$ cat config.mk
export PLATFORM = sky130hd
export DESIGN_NAME = ntt_host_port_flat
export DESIGN_NICKNAME = d
export VERILOG_FILES = /design/src/rtl/ntt_host_port_if.sv /design/src/rtl/ntt_host_port.sv /design/src/flat_wrapper.sv
export SDC_FILE = /design/constraint.sdc
export NUM_CORES = 1
export LEC_CHECK = 0
export CAP_MARGIN = 20
export CORE_MARGIN = 2
export CORE_UTILIZATION = 40
export DETAILED_ROUTE_END_ITERATION = 16
export PLACE_DENSITY = 0.77
export SLEW_MARGIN = 20
export SYNTH_ARGS = -nofsm -noshare
export SYNTH_HDL_FRONTEND = slang
export SYNTH_SLANG_ARGS = --single-unit
export TNS_END_PERCENT = 50
$ cat constraint.sdc
create_clock -name clk -period 4.9 [get_ports clk]
set_input_delay 0.98 -clock clk [delete_from_list [all_inputs] [get_ports clk]]
set_output_delay 0.98 -clock clk [all_outputs]
set_load 0.01 [all_outputs]
$ cat src/rtl/ntt_host_port_if.sv
// Stream and BRAM port-B bundle for the NTT host port.
// slave: the host-port block; master: the surrounding environment.
interface ntt_host_port_if;
   logic [63:0] s_data;
   logic        s_valid;
   logic        s_ready;
   logic [63:0] m_data;
   logic        m_valid;
   logic        m_ready;
   logic [12:0] BRAM_addr;
   logic        BRAM_clk;
   logic [63:0] BRAM_din;
   logic [63:0] BRAM_dout;
   logic        BRAM_en;
   logic        BRAM_we;

   modport slave (
      input  s_data, s_valid, m_ready, BRAM_dout,
      output s_ready, m_data, m_valid,
      output BRAM_addr, BRAM_clk, BRAM_din, BRAM_en, BRAM_we
   );

   modport master (
      output s_data, s_valid, m_ready, BRAM_dout,
      input  s_ready, m_data, m_valid,
      input  BRAM_addr, BRAM_clk, BRAM_din, BRAM_en, BRAM_we
   );
endinterface

$ cat src/rtl/ntt_host_port.sv
// Host controller on BRAM port B: loads x and w, runs the NTT engine,
// unloads y. Ports: clk/rst, start, bus (streams + BRAM), core_rst/done, busy/done.
module ntt_host_port #(
   parameter int X_BASE       = 0,
   parameter int W_BASE       = 64,
   parameter int Y_BASE       = 4160,
   parameter int N            = 64,
   parameter int READ_LATENCY = 3
) (
   input  logic           clk,
   input  logic           rst,
   input  logic           start,
   ntt_host_port_if.slave bus,
   output logic           core_rst,
   input  logic           core_done,
   output logic           busy,
   output logic           done
);
   typedef enum logic [2:0] {
      IDLE, LOAD_X, LOAD_W, RUN, UNLOAD, FINISH
   } state_t;

   state_t      state, state_nx;
   logic [12:0] cnt;
   logic [12:0] addr_q;
   logic [3:0]  lat;
   logic [63:0] din_q;
   logic [63:0] m_data_q;
   logic        we_q;
   logic        m_valid_q;
   logic        s_rdy;
   logic        in_hs;
   logic        out_hs;
   logic        y_last;
   logic        last_in;

   assign s_rdy   = (state == LOAD_X) || (state == LOAD_W);
   assign in_hs   = bus.s_valid && s_rdy;
   assign out_hs  = m_valid_q && bus.m_ready;
   assign y_last  = (cnt == 13'(N - 1));
   assign last_in = (state == LOAD_X) ? y_last
                                      : (cnt == 13'(N * N - 1));

   assign bus.s_ready   = s_rdy;
   assign bus.m_data    = m_data_q;
   assign bus.m_valid   = m_valid_q;
   assign bus.BRAM_clk  = clk;
   assign bus.BRAM_en   = busy;
   assign bus.BRAM_we   = we_q;
   assign bus.BRAM_addr = addr_q;
   assign bus.BRAM_din  = din_q;

   always_comb begin
      state_nx = state;
      core_rst = 1'b1;
      busy     = 1'b1;
      done     = 1'b0;
      unique case (state)
         IDLE: begin
            busy = 1'b0;
            if (start) state_nx = LOAD_X;
         end
         LOAD_X: if (in_hs && last_in) state_nx = LOAD_W;
         LOAD_W: if (in_hs && last_in) state_nx = RUN;
         RUN: begin
            // keep the engine in reset while the final w write lands
            core_rst = we_q;
            if (core_done) state_nx = UNLOAD;
         end
         UNLOAD: begin
            core_rst = 1'b0;
            if (out_hs && y_last) state_nx = FINISH;
         end
         FINISH: begin
            done     = 1'b1;
            state_nx = IDLE;
         end
         default: state_nx = IDLE;
      endcase
   end

   always_ff @(posedge clk) begin
      if (rst) begin
         state     <= IDLE;
         cnt       <= '0;
         lat       <= '0;
         addr_q    <= 13'(X_BASE);
         din_q     <= '0;
         we_q      <= 1'b0;
         m_data_q  <= '0;
         m_valid_q <= 1'b0;
      end else begin
         state <= state_nx;
         we_q  <= 1'b0;
         unique case (state)
            IDLE: if (start) cnt <= '0;
            LOAD_X, LOAD_W: begin
               if (in_hs) begin
                  we_q <= 1'b1;
                  if (state == LOAD_X) begin
                     addr_q <= 13'(X_BASE) + cnt;
                     din_q  <= bus.s_data;
                  end else begin
                     addr_q <= 13'(W_BASE) + cnt;
                     din_q  <= {56'b0, bus.s_data[7:0]};
                  end
                  cnt <= last_in ? '0 : cnt + 13'd1;
               end
            end
            RUN: begin
               if (core_done) begin
                  cnt    <= '0;
                  lat    <= '0;
                  addr_q <= 13'(Y_BASE);
               end
            end
            UNLOAD: begin
               if (out_hs) begin
                  // next read address goes out in the accept cycle
                  m_valid_q <= 1'b0;
                  cnt       <= cnt + 13'd1;
                  lat       <= '0;
                  addr_q    <= 13'(Y_BASE) + cnt + 13'd1;
               end else if (!m_valid_q) begin
                  if (lat == 4'(READ_LATENCY)) begin
                     m_data_q  <= bus.BRAM_dout;
                     m_valid_q <= 1'b1;
                  end else begin
                     lat <= lat + 4'd1;
                  end
               end
            end
            FINISH: begin
               cnt    <= '0;
               addr_q <= 13'(X_BASE);
            end
            default: ;
         endcase
      end
   end
endmodule
$ cat src/flat_wrapper.sv
// flat-port wrapper written by rule: the top's interface ports become plain ports
module ntt_host_port_flat 
#(
   parameter int X_BASE       = 0,
   parameter int W_BASE       = 64,
   parameter int Y_BASE       = 4160,
   parameter int N            = 64,
   parameter int READ_LATENCY = 3
)
  (clk, rst, start, core_rst, core_done, busy, done, bus_s_data, bus_s_valid, bus_m_ready, bus_BRAM_dout, bus_s_ready, bus_m_data, bus_m_valid, bus_BRAM_addr, bus_BRAM_clk, bus_BRAM_din, bus_BRAM_en, bus_BRAM_we);
  ntt_host_port_if bus_i ();
  input  logic clk;
  input  logic rst;
  input  logic start;
  output logic core_rst;
  input  logic core_done;
  output logic busy;
  output logic done;
  input wire logic [$bits(bus_i.s_data)-1:0] bus_s_data;
  input wire logic [$bits(bus_i.s_valid)-1:0] bus_s_valid;
  input wire logic [$bits(bus_i.m_ready)-1:0] bus_m_ready;
  input wire logic [$bits(bus_i.BRAM_dout)-1:0] bus_BRAM_dout;
  output wire logic [$bits(bus_i.s_ready)-1:0] bus_s_ready;
  output wire logic [$bits(bus_i.m_data)-1:0] bus_m_data;
  output wire logic [$bits(bus_i.m_valid)-1:0] bus_m_valid;
  output wire logic [$bits(bus_i.BRAM_addr)-1:0] bus_BRAM_addr;
  output wire logic [$bits(bus_i.BRAM_clk)-1:0] bus_BRAM_clk;
  output wire logic [$bits(bus_i.BRAM_din)-1:0] bus_BRAM_din;
  output wire logic [$bits(bus_i.BRAM_en)-1:0] bus_BRAM_en;
  output wire logic [$bits(bus_i.BRAM_we)-1:0] bus_BRAM_we;
  assign bus_i.s_data = bus_s_data;
  assign bus_i.s_valid = bus_s_valid;
  assign bus_i.m_ready = bus_m_ready;
  assign bus_i.BRAM_dout = bus_BRAM_dout;
  assign bus_s_ready = bus_i.s_ready;
  assign bus_m_data = bus_i.m_data;
  assign bus_m_valid = bus_i.m_valid;
  assign bus_BRAM_addr = bus_i.BRAM_addr;
  assign bus_BRAM_clk = bus_i.BRAM_clk;
  assign bus_BRAM_din = bus_i.BRAM_din;
  assign bus_BRAM_en = bus_i.BRAM_en;
  assign bus_BRAM_we = bus_i.BRAM_we;
  ntt_host_port #(.X_BASE(X_BASE), .W_BASE(W_BASE), .Y_BASE(Y_BASE), .N(N), .READ_LATENCY(READ_LATENCY)) u_core (.clk(clk), .rst(rst), .start(start), .bus(bus_i), .core_rst(core_rst), .core_done(core_done), .busy(busy), .done(done));
endmodule
Yosys cells after proc, flatten, opt, wreduce, memory -nomap -nowiden. Cells that the tools add are included.

Mux-type cells: 31. Bitwise logic cells: 3. Add/subtract/negate cells: 5. Equal/unequal tests: 17. Reductions and logical operators: 17.

Operators by type and width (count): 2-to-1 mux 13 bit (9); case mux 13 bit (5 select lines) (1); 2-to-1 mux 64 bit (1); case mux 13 bit (4 select lines) (1); adder 13 x 1 -> 13 bit, second input constant (2); 2-to-1 mux 4 bit (4); 2-to-1 mux 3 bit (5); case mux 3 bit (5 select lines) (1); adder 13 bit, first input constant (1); adder 7 x 13 -> 13 bit, first input constant (1); equality test 13 x 12 -> 1 bit, second input constant (1); equality test 13 x 6 -> 1 bit, second input constant (1); AND reduction 4 bit (3); AND reduction 5 bit (2); inequality test 2 bit, second input constant (4); case mux 4 bit (2 select lines) (1); 2-to-1 mux 1 bit (7); equality test 3 x 2 -> 1 bit, second input constant (2); equality test 3 bit, second input constant (2); inequality test 2 x 1 -> 1 bit, second input constant (3); nonzero test 5 bit (1); adder 4 x 1 -> 4 bit, second input constant (1); equality test 4 x 2 -> 1 bit, second input constant (1); logical AND 1 bit (4); 11 further kinds (14).

Word-level logic and storage cells: 81. Output and inout bits: 149. Bits in registers: 163. Input bits: 134.

Longest topological paths before layout. Gate-level depths: netlist (run 1).

Word-level depth: 6. Gate-level depth with buffers: 8. Mapped depth without buffers: 7.

==> results_dict.tcl, run 1 <==
set metrics [dict create \
    synth_enable_flop_cells 0 \
    count_of_input_and_output_buffers 282 \
    post_cts.repair.setup_buffers 0 \
    final_net_count 1127 \
    final_common_cell "sky130_fd_sc_hd__clkdlybuf4s50_1" \
    place_worst_setup_slack_ns 1.02 \
    layout.area.seq_mm2 0.00326 \
    timing.clock.skew_ns 0.0109 \
    drv.max_cap_violation_count 0 \
    row_count 46 \
    switching_pwr_uw 725 \
    via_count_of_the_first_global_routing_pass 5887 \
    grt_setup_unrepaired "no" \
    insertedDiodeCount 0 \
    cell_internal_pwr_mw 2.43 \
    placedCellCount 1182 \
    mappedNetlistArea_mm2 0.00646 \
    type_of_element_capturing_the_critical_path "output port" \
    postLayoutCellArea_mm2 0.0100 \
    timing_max_transition_violations_final 0 \
    critPathRequiredTime_ns 3.92 \
    synth-warning-count 0 \
    crit_type "clock port to output port" \
    yosys.area_share.adder_pct 0.969 \
    worst_path_depth 3 \
    path_clk_slew_ns 0.06 \
    crit_family "buffers and inverters" \
    final_layout_size_suffix_gt1_share_pct 5.39 \
    outcome "finished, final reports clean" \
    wire_per_inst_um 17.7 \
    timing.critical_path.from_type "clock port" \
    critPathMostFrequentCell "sky130_fd_sc_hd__clkbuf_16" \
    hold_path_depth 2 \
    critical_path.slowest_cell "sky130_fd_sc_hd__clkdlybuf4s50_1" \
    cp.buffers_inverters 3 \
    synth_top_family_by_area "compound AO/OA/AOI/OAI gates" \
    cts-resized-gates 0 \
    synth-compound-area-share_pct 23.9 \
    postSynth.topFlopCell "sky130_fd_sc_hd__dfxtp_1" \
    synth_nets 878 \
    synthesis.instances 739 \
    grt_use_total_pct 23.8 \
    die_area_mm2 0.0172 \
    critical_path.cell_chain "clkbuf_16 > clkbuf_16 > clkdlybuf4s50_1" \
    final.setup.tns_ns 0 \
    drt_iter0_drc 441 \
    worst_ir_drop_vdd_mv 0.288 \
    power_density_mw_per_mm2 315 \
    postCtsHoldBufs 0 \
    yosys-mux-area-fraction_pct 0.949 \
    ff2ff_path_depth 6 \
    synth_xor_area_share_pct 1.09 \
    postRouteWirelength_um 21500 \
    power.share.clock_pct 46.4 \
    area_delta_synth_final_pct 55.0 \
    critPathArrivalTime_ns 3.16 \
    placeableCoreArea_mm2 0.0158 \
    synthArstFlopShare_pct 0 \
    synthTopCellsByArea "sky130_fd_sc_hd__dfxtp_1, sky130_fd_sc_hd__nand2_1, sky130_fd_sc_hd__a22o_1" \
    worst_slack_ns 0.761 \
    placement.cell_area_mm2 0.00935 \
    grt_first_pass_wirelength_um 31200 \
    syn_area_per_cell_um2 8.74 \
    post_synth_and_or_nand_nor_area_fraction_pct 17.8 \
    grt_start_max_net_pins 57 \
    maxSlewHeadroom_pct 43.2 \
    synth.largest_area_cell "sky130_fd_sc_hd__dfxtp_1" \
    antenna_violations_before_repair 0 \
    ys_seq_area_share_pct 50.5 \
    vias_per_instance 5.30 \
    hold_viol_final 0 \
    final-instance-count-excl-fill 1217 \
    pin_count 283 \
    sw_share_pct 23.0 \
    die_width_um 131 \
    place.gp.congestion 0.924 \
    timing.critical_path.slowest_cell_delay_ns 0.46 \
    most-common-layout-cells "sky130_fd_sc_hd__clkdlybuf4s50_1, sky130_fd_sc_hd__dfxtp_1, sky130_fd_sc_hd__nand2_1" \
    routed-via-count 6453 \
    power.share.sequential_pct 43.6 \
    die_h_um 131 \
    hold_path_class "register to register" \
    firstDrtPassIters 5 \
    clock_tree_from_tritoncts "built" \
    worst_pin_slew_ns 0.850 \
    grt_overflow 0 \
    final-setup-viol-count 0 \
    netlist.area_leader.share_pct 50.5 \
    post_synth_num_cell_types 60 \
    remaining_drc_errors 0 \
    synth_seq_cells 163 \
    start_util_pct 40.8 \
    hpwl_um 15200 \
    area_taken_by_multi_input_logic_gates_mm2 0.00290 \
    clkLatencyLatePin_ns 0.54 \
    filler_cell_count 1335 \
    p_leak_nw 3.45 \
    power.share.combinational_pct 10.1 \
    post_route_ant_nets 0 \
    critPathMaxFanout 2 \
]
==> synth_stat cells, drive strengths merged, types with 3 or more instances <==
| cell | count |
|---|---|
| o2bb2ai | 3 |
| or3 | 4 |
| mux2i | 5 |
| nor2b | 5 |
| a22oi | 5 |
| a22o | 60 |
| a31oi | 11 |
| nor2 | 28 |
| dfxtp | 163 |
| clkbuf | 36 |
| o211ai | 3 |
| nor3 | 5 |
| nand4 | 10 |
| nor3b | 3 |
| or4 | 5 |
| xor2 | 3 |
| o21ai | 20 |
| and2 | 3 |
| a211oi | 14 |
| inv | 7 |
| xnor2 | 5 |
| or2 | 4 |
| nand3 | 16 |
| o31ai | 7 |
| a21oi | 88 |
| ha | 5 |
| o22ai | 5 |
| nand2 | 162 |
| buf | 26 |
==> cells by family (layout without fill, tap and decap cells) <==
kind of cell,after synthesis,after routing
multiplexers,6,6
AND/OR/NAND/NOR,258,258
adder cells (fa/ha/maj),5,5
AO/OA/AOI/OAI,229,229
flip-flops,163,163
XOR/XNOR,8,8
buffers and inverters,70,332
==> power by group through the flow <==
stage	combinational (mW)	clock [mW]	sequential [mW]
2_1_floorplan	0.116	0.0168	1.41
3_5_place_dp	0.316	0.0208	1.40
4_1_cts	0.319	1.48	1.38
6_report	0.318	1.46	1.38
5_1_grt	0.341	1.55	1.38
3_3_place_gp	0.314	0.0208	1.40
==> area by class of cell <==
cell class / instances / share of cell area, %
clock buffers: 26 / 5.49
inverters: 8 / 0.300
flip-flops and latches: 163 / 32.6
well taps: 216 / 2.70
repair buffers: 288 / 28.7
multi-input cells: 506 / 29.0
clock inverters: 10 / 1.21
==> final timing paths <==
path	end	startpoint	slack, ns
hold / removal	u_core.bus.m_data[47]$_SDFFE_PP0P_	u_core.bus.m_data[47]$_SDFFE_PP0P_	0.45
setup reg to reg	u_core.bus.BRAM_din[62]$_SDFFE_PP0P_	u_core.state[0]$_SDFFE_PP0P_	2.09
hold reg to reg	u_core.bus.m_data[47]$_SDFFE_PP0P_	u_core.bus.m_data[47]$_SDFFE_PP0P_	0.45
setup / recovery	bus_BRAM_clk	clk	0.76
==> metrics by stage <==
| step | hold WS, ns | util, % | power, mW |
|---|---|---|---|
| after global placement | 0.440 | 59.1 | 1.74 |
| after floorplan | 0.481 | - | 1.54 |
| final | 0.452 | 63.3 | 3.16 |
| after CTS | 0.454 | 63.3 | 3.18 |
| after global routing | 0.474 | 63.3 | 3.27 |
| after detailed placement | 0.446 | 59.1 | 1.74 |
==> worst reg2reg max path: cells and delay by family, from the launching register on <==
kind / cells / cell delay (ns)
and+or+nand+nor: 3 / 1.06
DFF: 1 / 0.82
buffers and inverters: 1 / 0.42
AOI/OAI and AO/OA: 1 / 0.23
xor gates and xnor gates: 1 / 0.22
==> state kept, by name, summed over array words and instances (netlist names) <==
name and cells:
u_core.bus.BRAM_addr 13, u_core.bus.BRAM_we 1, u_core.bus.m_data 64, u_core.state 3
u_core.bus.m_valid 1, u_core.lat 4, u_core.cnt 13, u_core.bus.BRAM_din 64
==> layer usage <==
layer	vias up	part of all wire (%)	global-route usage, %
met4	0	2.7	10.4
li1	3129	-	-
met3	31	9.4	9.21
met5	-	0	0
met1	3038	38	28.1
met2	255	50	38.7
No activity file was read; power rests on OpenSTA's default activity.
==> run 2, diff against run 1 <==
- CORE_UTILIZATION: 40 -> 38
- PLACE_DENSITY: 0.77 -> 0.76
- clock period: 4.9 -> 3.3 ns (I/O delays scaled with it)
==> results_dict.tcl, run 2 (synthesized netlist as in run 1, its figures left out) <==
set metrics [dict create \
    worstReg2RegEnd "u_core.bus.BRAM_din[14]$_SDFFE_PP0P_" \
    via_count_of_the_first_global_routing_pass 6242 \
    clock_tree_from_tritoncts "built" \
    grt_first_pass_wirelength_um 33200 \
    worst_pin_slew_ns 0.891 \
    timing.clock.skew_ns 0.0114 \
    wire_per_inst_um 17.6 \
    critPathRequiredTime_ns 2.64 \
    grt_start_max_net_pins 57 \
    critPathArrivalTime_ns 2.55 \
    critPathMaxFanout 22 \
    outcome "finished, final reports clean" \
    die_area_mm2 0.0181 \
    final_common_cell "sky130_fd_sc_hd__clkdlybuf4s50_1" \
    crit_type "register to output port" \
    crit_family "flip-flops" \
    maxSlewHeadroom_pct 40.5 \
    critical_path.cell_chain "or2_2 > nor2_1 > a31oi_1 > clkdlybuf4s50_1" \
    drv.max_cap_violation_count 0 \
    cp.buffers_inverters 1 \
    post_cts.repair.setup_buffers 0 \
    timing_max_transition_violations_final 0 \
    vias_per_instance 5.31 \
    insertedDiodeCount 0 \
    post_route_ant_nets 0 \
    postCtsHoldBufs 0 \
    final_net_count 1137 \
    placedCellCount 1196 \
    antenna_violations_before_repair 0 \
    grt_use_total_pct 23.4 \
    hpwl_um 15500 \
    die_h_um 134 \
    final_layout_size_suffix_gt1_share_pct 6.53 \
    row_count 47 \
    clkLatencyLatePin_ns 0.53 \
    timing.critical_path.slowest_cell_delay_ns 0.90 \
    fin_crit_sh_pct 97.2 \
    timing.reg2reg.setup_slack_ns 0.65 \
    grt_setup_unrepaired "no" \
    die_width_um 134 \
    pin_count 283 \
    type_of_element_capturing_the_critical_path "output port" \
    worst_path_depth 4 \
    count_of_input_and_output_buffers 282 \
    cts-resized-gates 0 \
    worstSetupStartpoint "u_core.state[1]$_SDFFE_PP0P_" \
    hold_viol_final 0 \
    most-common-layout-cells "sky130_fd_sc_hd__clkdlybuf4s50_1, sky130_fd_sc_hd__dfxtp_1, sky130_fd_sc_hd__nand2_1" \
    p_leak_nw 3.51 \
    finalPower_mw 4.71 \
    ff2ff_path_depth 6 \
    timing.critical_path.from_type "register" \
    critical_path.slowest_cell "sky130_fd_sc_hd__dfxtp_1" \
    start_util_pct 38.9 \
    worstSetupEndpoint "core_rst" \
    fmax_mhz 312 \
    place.gp.congestion 0.940 \
    worst_hold_startpoint "u_core.bus.m_data[39]$_SDFFE_PP0P_" \
    final.setup.tns_ns 0 \
    drt_iter0_drc 523 \
    area_delta_synth_final_pct 56.8 \
    final-instance-count-excl-fill 1230 \
    remaining_drc_errors 0 \
    hold_path_class "register to register" \
    placeableCoreArea_mm2 0.0166 \
    power_density_mw_per_mm2 466 \
    layout_min_cycle_time_ns 3.21 \
    worst_ir_drop_vdd_mv 0.401 \
    firstDrtPassIters 5 \
    grt_overflow 0 \
    postRouteWirelength_um 21600 \
    path_clk_slew_ns 0.06 \
    routed-via-count 6529 \
    worstReg2RegStart "u_core.state[1]$_SDFFE_PP0P_" \
    final-setup-viol-count 0 \
]
run 2: worst min-delay path: stages (launching register included):
cell	delay, ns
sky130_fd_sc_hd__dfxtp_1	0.30
sky130_fd_sc_hd__nand2_1	0.05
sky130_fd_sc_hd__a21oi_1	0.05
run 2: layout make-up:
type,count,area [µm²]
fillers,1476,6460
flip-flops and latches,163,3260
repair buffers,298,2980
multi-input cells,506,2900
clock buffers,25,566
well taps,220,275
clock inverters,10,111
inverters,8,30.0
run 2: power by group:
group          switching, mW  internal (mW)  leakage, nW
clock network          0.868           1.31        0.327
registers             0.0335           2.01         1.32
logic                  0.213          0.281         1.87
total                   1.11           3.60         3.51
run 2: worst min-delay path by stage:
stage / depth (start not counted) / slack [ns] / endpoint
finish: 2 / 0.45 / u_core.bus.m_data[39]$_SDFFE_PP0P_
global route: 2 / 0.47 / u_core.bus.m_data[16]$_SDFFE_PP0P_
CTS: 2 / 0.45 / u_core.bus.m_data[63]$_SDFFE_PP0P_
detailed placement: 2 / 0.45 / u_core.bus.m_data[63]$_SDFFE_PP0P_
global placement: 2 / 0.44 / u_core.bus.BRAM_din[7]$_SDFFE_PP0P_
floorplan: 2 / 0.48 / u_core.bus.BRAM_din[0]$_SDFFE_PP0P_
run 2: stage by stage:
step | instance area, µm² | setup slack (ns) | util [%] | hold slack (ns)
after floorplan | 6460 | 0.871 | - | 0.481
after CTS | 10100 | 0.174 | 61.0 | 0.455
after detailed placement | 9460 | 0.429 | 57.0 | 0.446
after global placement | 9460 | 0.496 | 57.0 | 0.440
after global routing | 10100 | 0.0225 | 61.0 | 0.470
final | 10100 | 0.0920 | 61.0 | 0.453
run 2: routing by layer:
metal  up-vias  track usage, %  share of wire, %
met5         -               0                 0
met4         0            10.4               2.9
met3        49            6.61               8.3
met2       282            38.9                48
met1      3048            28.4                41
li1       3150               -                 -
==> run 3, diff against run 2 <==
- CAP_MARGIN: 20 -> 5
==> results of run 3 <==
Final layout, timing and power as in run 2 (identical DEF).
